## src/rtl/riscv_pkg.sv

```systemverilog
// Shared RV32I core definitions: widths, register index constants and basic types.
package riscv_pkg;
  localparam int XLEN       = 32;
  localparam int REG_ADDR_W = 5;

  typedef logic [REG_ADDR_W-1:0] reg_idx_t;
  typedef logic [XLEN-1:0]       xlen_t;

  localparam reg_idx_t REG_ZERO = REG_ADDR_W'(0);
  localparam reg_idx_t REG_SP   = REG_ADDR_W'(2);
endpackage

```

## src/rtl/rf_read_port.sv

```systemverilog
// One register-file read port: x0 masking plus optional write-to-read forwarding.
// Forwarding is compiled in only when REGFILE_BYPASS_EN is defined.
module rf_read_port
  import riscv_pkg::*;
#(
  parameter int DATA_W = XLEN,
  parameter int ADDR_W = REG_ADDR_W
) (
  input  logic              i_rst,
  input  logic [ADDR_W-1:0] i_addr,
  input  logic [DATA_W-1:0] i_stored,
  input  logic              i_we,
  input  logic [ADDR_W-1:0] i_wa,
  input  logic [DATA_W-1:0] i_wd,
  output logic [DATA_W-1:0] o_data
);

  logic w_is_zero;
  assign w_is_zero = (i_addr == ADDR_W'(REG_ZERO));

`ifdef REGFILE_BYPASS_EN
  logic w_hit;
  // Forward only a live write; during reset the array shows reset values.
  assign w_hit = !i_rst && i_we && (i_wa == i_addr);

  always_comb begin
    o_data = i_stored;
    if (w_hit)
      o_data = i_wd;
    if (w_is_zero)
      o_data = '0;
  end
`else
  logic w_unused;
  assign w_unused = ^{i_rst, i_we, i_wa, i_wd};

  always_comb begin
    o_data = i_stored;
    if (w_is_zero)
      o_data = '0;
  end
`endif

endmodule

```

## src/rtl/reg_file.sv

```systemverilog
// RV32I architectural register file: one write port, two combinational read ports,
// a debug read port and hardwired x0. Optional forwarding via REGFILE_BYPASS_EN.
module reg_file
  import riscv_pkg::*;
#(
  parameter int                DATA_W   = XLEN,
  parameter int                ADDR_W   = REG_ADDR_W,
  parameter logic [DATA_W-1:0] SP_RESET = '0
) (
  input  logic              clk,
  input  logic              rst,
  input  logic              reg_write,
  input  logic [ADDR_W-1:0] rd,
  input  logic [DATA_W-1:0] wd,
  input  logic [ADDR_W-1:0] rs1,
  input  logic [ADDR_W-1:0] rs2,
  output logic [DATA_W-1:0] rd1,
  output logic [DATA_W-1:0] rd2,
  input  logic [ADDR_W-1:0] dbg_addr,
  output logic [DATA_W-1:0] dbg_data
);

  localparam int NREGS = 2 ** ADDR_W;

  // Flat read view of the array; entry 0 is the constant zero, not storage.
  logic [DATA_W-1:0] w_arr [0:NREGS-1];
  assign w_arr[0] = '0;

  for (genvar g = 1; g < NREGS; g++) begin : g_reg
    localparam logic [DATA_W-1:0] RST_VAL = (g == int'(REG_SP)) ? SP_RESET : '0;
    logic [DATA_W-1:0] r_q;

    always_ff @(posedge clk or posedge rst) begin
      if (rst)
        r_q <= RST_VAL;
      else if (reg_write && (rd == ADDR_W'(g)))
        r_q <= wd;
    end

    assign w_arr[g] = r_q;
  end

  rf_read_port #(.DATA_W(DATA_W), .ADDR_W(ADDR_W)) u_rp1 (
    .i_rst    (rst),
    .i_addr   (rs1),
    .i_stored (w_arr[rs1]),
    .i_we     (reg_write),
    .i_wa     (rd),
    .i_wd     (wd),
    .o_data   (rd1)
  );

  rf_read_port #(.DATA_W(DATA_W), .ADDR_W(ADDR_W)) u_rp2 (
    .i_rst    (rst),
    .i_addr   (rs2),
    .i_stored (w_arr[rs2]),
    .i_we     (reg_write),
    .i_wa     (rd),
    .i_wd     (wd),
    .o_data   (rd2)
  );

  // Debug port reads storage directly and never forwards.
  assign dbg_data = w_arr[dbg_addr];

endmodule

```

## config.mk

```make
export PLATFORM = sky130hd
export DESIGN_NAME = reg_file
export DESIGN_NICKNAME = d
export VERILOG_FILES = /design/src/rtl/riscv_pkg.sv /design/src/rtl/rf_read_port.sv /design/src/rtl/reg_file.sv
export SDC_FILE = /design/constraint.sdc
export NUM_CORES = 2
export LEC_CHECK = 0
export BUFFER_PORTS_ARGS = -buffer_cell sky130_fd_sc_hd__buf_4
export CAP_MARGIN = 10
export CELL_PAD_IN_SITES_DETAIL_PLACEMENT = 1
export CELL_PAD_IN_SITES_GLOBAL_PLACEMENT = 1
export CORE_ASPECT_RATIO = 1.25
export CORE_MARGIN = 5
export CORE_UTILIZATION = 54
export DETAILED_ROUTE_END_ITERATION = 8
export PLACE_DENSITY_LB_ADDON = 0.15
export SKIP_LAST_GASP = 1
export SLEW_MARGIN = 20
export SYNTH_ARGS = -nofsm -noshare
export SYNTH_HDL_FRONTEND = slang
export SYNTH_SLANG_ARGS = --single-unit
```

## constraint.sdc

```tcl
create_clock -name clk -period 46.4 [get_ports clk]
set_clock_uncertainty 0.05 [all_clocks]
set_input_delay 9.28 -clock clk [delete_from_list [all_inputs] [get_ports clk]]
set_output_delay 9.28 -clock clk [all_outputs]
set_load 0.1 [all_outputs]
```

* Yosys cells after proc, flatten, opt, wreduce, memory -nomap -nowiden
Index checks and enable logic that the tools add are counted.
** Word-level totals
- Register bits :: 992
- Bits in latches :: 0
- RAM bits :: 0
- Memory bits (read-only) :: 0
- Input port bits :: 55
- Output and inout bits :: 96
- Word-level logic and storage cells :: 112
- Memories kept :: 0
** Operators by class
- Add/sub/neg operators :: 0
- $mul :: 0
- Div/mod/pow operators :: 0
- $lt $le $gt $ge :: 3
- Equality and inequality tests :: 31
- Shift-type cells :: 0
- Muxes and demuxes :: 11
- Bitwise logic cells :: 3
- Reduce and logical (&&, ||, !) cells :: 33
** Operators with widths (number)
- 32-bit binary-select mux with 5-bit select :: 3
- 32-bit two-way mux :: 8
- 5-bit == test (second input constant) :: 16
- 5-bit by 4-bit == test with 1-bit output (second input constant) :: 8
- 1-bit logical AND :: 31
- 5-bit by 3-bit == test with 1-bit output (second input constant) :: 4
- 6-bit >= comparator (second input constant) :: 3
- 5-bit inverter with 6-bit output :: 3
- 5-bit by 2-bit == test with 1-bit output (second input constant) :: 2
- 5-bit logical NOT :: 2
- 5-bit by 1-bit == test with 1-bit output (second input constant) :: 1

* Logic depth before layout (Yosys ltp)
- Depth in word-level cells :: 5
- Mapped depth :: 9
- Mapped depth without buffers :: 5

* Cells and area by module
Synthesis repeated with hierarchy kept, for this count alone.
** Unflattened totals
- Cell total of the unflattened synthesis :: 4371
- Area, all modules :: 61980.7 µm²
** By module, submodules not included
- reg_file :: instances 1, cells an instance 4291, area an instance 61337.6 µm², sequential area each 24823.8 µm²
- rf_read_port :: instances 2, cells an instance 40, area an instance 321.6 µm², sequential area each 0.0 µm²

* Least setup slack after synthesis
OpenSTA, ideal clock, no wires.
- Path kind :: input port to output port
- Start :: input port rs2[0]
- End :: output port rd2[30]
- Data arrival time :: 12.626 ns
- Data required time :: 37.070 ns
- Path slack :: 24.444 ns
- Stages on the path :: 7
- Buffers on the path :: 4
- Cell sequence :: buf_6 buf_6 buf_4 buf_4 mux4_2 mux2i_1 a221oi_1
** On the way
- Longest elaborated chain between the ends :: 5
- Elaborated cells between the ends (all ways) :: 6
- Classes of those cells :: mux: 4; bitwise: 1; reduce/logical: 1
** RTL lines
- from (decl) :: RTL line reg_file.sv:16 : input logic [ADDR_W-1:0] rs2,
- 5-bit inverter with 6-bit output (not written as such) :: RTL line reg_file.sv:56 : .i_stored (w_arr[rs2]),
- 32-bit binary-select mux with 5-bit select :: RTL line reg_file.sv:56
- 32-bit two-way mux (not written as such) (2 in series) :: RTL line reg_file.sv:56
- 32-bit two-way mux (*) :: RTL line rf_read_port.sv:39 : if (w_is_zero)
- to (decl) :: RTL line reg_file.sv:18 : output logic [DATA_W-1:0] rd2,
Mark *: on every way between the ends. The rest lies on a longest branch, timed or not. The select of a mux whose other input is x is not followed.

* Final worst setup path
- Start :: input port rs2[0]
- End :: output port rd2[31]
Same word-level chain as after synthesis.

==> reports/qor.yml <==
power_and_ir_drop:
  irDropWorstVdd_mv: 0.0344
  p_per_area_mw_per_mm2: 43.6
  p_leak_uw: 0.0283
place:
  place_ws_ps: 22930
  port_buffers: 150
  dp_hpwl_um: 120000
  gp_congestion: 0.807
clocking:
  clock_latency_ps: 720
  clk_pin_slew_ps: 60
  numCtsBuffers: 106
  cts_sinks: 992
  clock_path_buffers: 3
  ctsHtreeMaxLevel: 3
  cts_resized: 0
  cts_tree: "done"
  post_cts_buffers: 0
  postCtsHoldBufs: 0
  root_buffer: "clkbuf_16"
worst_setup_path:
  cp.arrival_ps: 14120
  crit_fanout: 51
  worstPathRequired_ps: 37070
  worstSetupEndpointType: "output pin"
  path_class: "in -> out"
  start_kind: "primary input"
route:
  firstDrtPassIters: 5
  via_per_inst: 7.41
  final_antenna_net_count: 0
  wire_per_inst_um: 37.4
  wl_met1_um: 84900
  met2_wirelength_um: 101000
  routed_wl_um: 215000
  dr_wl_met3_um: 17500
  remaining_drc_errors: 0
  vias: 42600
  initialDrtViolationCount: 4249
  top_layer_used: "met5"
sta:
  setup_slack_ps: 22950
  setup_violations: 0
  setup_tns_ps: 0
  timing.final.crit_share_pct: 50.5
  tightest_slew_ps: 1130
  period_needed_ps: 23450
  maxSlewHeadroom_pct: 24.7
  hold_violations: 0
  drv_slew: 0
  rsz0062_at_grt: "false"
  clock.fmax_mhz: 42.6
floorplanning:
  die_x_um: 312
  core-area_mm2: 0.113
  start_util_pct: 54.4
  num_rows: 138
  pin_count: 151
  die_h_um: 387
  die-area_mm2: 0.121
logic_synthesis:
  synth_common_cells: "1112 x mux2_2, 992 x dfrtp_1, 609 x mux4_2, 231 x clkbuf_1, 222 x mux2i_1"
  netlist_instances: 4350
  synth_ff_type: "dfrtp_1"
  ys_types: 33
  netlist_area_mm2: 0.0615
  synth_edf_count: 0
  async_flop_share_pct: 100
  synth.most_common_cell: "mux2_2"
  synth_area_leader_cell: "dfrtp_1"
  synth.yosys.seq_area_share_pct: 40.4
  synth_top_area_share_pct: 40.4
  syn_nets: 4405
  ys_seq_elements: 992
  syn_area_per_cell_um2: 14.1
  synth_warnings: 0
  synthTopCellsByArea: "dfrtp_1 40%, mux4_2 22%, mux2_2 20%"
global_route:
  grt_pass1_vias: 45700
  grt_usage_pct: 35.5
  grt_pass1_wl_um: 321000
  grt_max_degree: 166
  overflow: 0
  antenna_found_initial: 4
cells_and_area:
  top_register: "g.r_q"
  fin_nets: 4246
  area_delta_synth_final_pct: 8.68
  largest_reg_flops: 992
  largestRegisters: "g.r_q (992)"
  drive_gt1_share_pct: 50.9
  nFillCells: 10300
run_status:
  status: "complete, no violations"
worst_hold_path:
  hp-class: "reg -> reg"
job:
  drv_cap: 0
==> cell usage in the layout, fill, tap and decap left out, types with 2 or more instances in the layout <==
| cell | count |
|---|---|
| a211oi_1 | 33 |
| a21oi_1 | 64 |
| a221oi_1 | 84 |
| a22o_1 | 76 |
| a22oi_1 | 32 |
| a31oi_1 | 31 |
| and2_2 | 3 |
| buf_12 | 6 |
| buf_4 | 221 |
| buf_8 | 8 |
| bufinv_16 | 12 |
| clkbuf_1 | 18 |
| clkbuf_16 | 107 |
| clkbuf_8 | 21 |
| clkinv_2 | 24 |
| clkinvlp_4 | 7 |
| dfrtp_1 | 992 |
| inv_6 | 3 |
| mux2_1 | 73 |
| mux2_2 | 1112 |
| mux2i_1 | 222 |
| mux4_2 | 609 |
| nand2_1 | 129 |
| nand2_2 | 6 |
| nand2_4 | 6 |
| nand2b_1 | 3 |
| nand3_4 | 2 |
| nand4b_1 | 3 |
| nor2_1 | 44 |
| nor2_4 | 13 |
| nor2b_1 | 67 |
| nor2b_4 | 9 |
| nor3_1 | 66 |
| nor3b_1 | 2 |
| o211ai_1 | 31 |
| o21ai_0 | 64 |
| o21ai_1 | 32 |
| o221ai_1 | 32 |
| or3_4 | 2 |
==> power breakdown <==
group	internal (uW)	leakage (uW)	switching [uW]	total, uW
Combinational	415	0.0139	392	807
Clock	520	0.00177	377	897
Sequential	1030	0.0127	173	1210
==> final cells by class <==
class | count | area, um2 | share of cell area [%]
Inverter | 1 | 11.3 | 0.0169
Multi-Input combinational cell | 2854 | 34600 | 51.8
Tap cell | 1470 | 1840 | 2.75
Clock inverter | 47 | 568 | 0.850
Antenna cell | 1 | 2.50 | 0.00375
Clock buffer | 145 | 3020 | 4.52
Sequential cell | 992 | 24800 | 37.2
Timing Repair Buffer | 236 | 1910 | 2.86
==> cell families after synthesis <==
logic type	after synthesis	synth area share, %
mux	2016	47.6
flops	992	40.4
buf+inv	504	3.73
compound gates	479	5.53
simple gates	359	2.73
==> metal layers <==
metal	vias up	GRT usage (%)
met3	584	6.61
met1	23100	48.3
met5	-	0
met2	2007	56.2
met4	2	16.2
li1	16800	-
==> stage by stage <==
step	std cells	instance area, um2	util (%)	power, uW	hold slack, ps
after detailed placement	5553	63200	55.9	2010	474
after global placement	5551	63200	55.9	1980	463
after floorplan	4350	61500	-	1810	438
after global routing	5745	66800	59.1	3030	513
final	5746	66800	59.1	2910	493
after CTS	5745	66800	59.1	2910	493
==> final timing paths <==
kind	start	to	slack, ps	cells after the start
worst max-delay path	rs2[0]	rd2[31]	22950	11
worst min-delay path	g_reg[7].r_q[3]	g_reg[7].r_q[3]	490	1
worst max register to register	g_reg[19].r_q[31]	g_reg[19].r_q[31]	45490	1
worst min register to register	g_reg[7].r_q[3]	g_reg[7].r_q[3]	490	1
max in group asynchronous	rst	g_reg[20].r_q[17]	32970	7
min in group asynchronous	rst	g_reg[30].r_q[3]	8620	2
==> worst max-delay path: stages <==
cell and delay [ps]:
buf_8 470, buf_4 690, buf_4 750, buf_4 800, mux4_2 370, nor2b_1 50
nor3_1 140, a211oi_1 90, a221oi_1 780, buf_4 270, buf_4 290
Power figures use the tool's default switching activity.
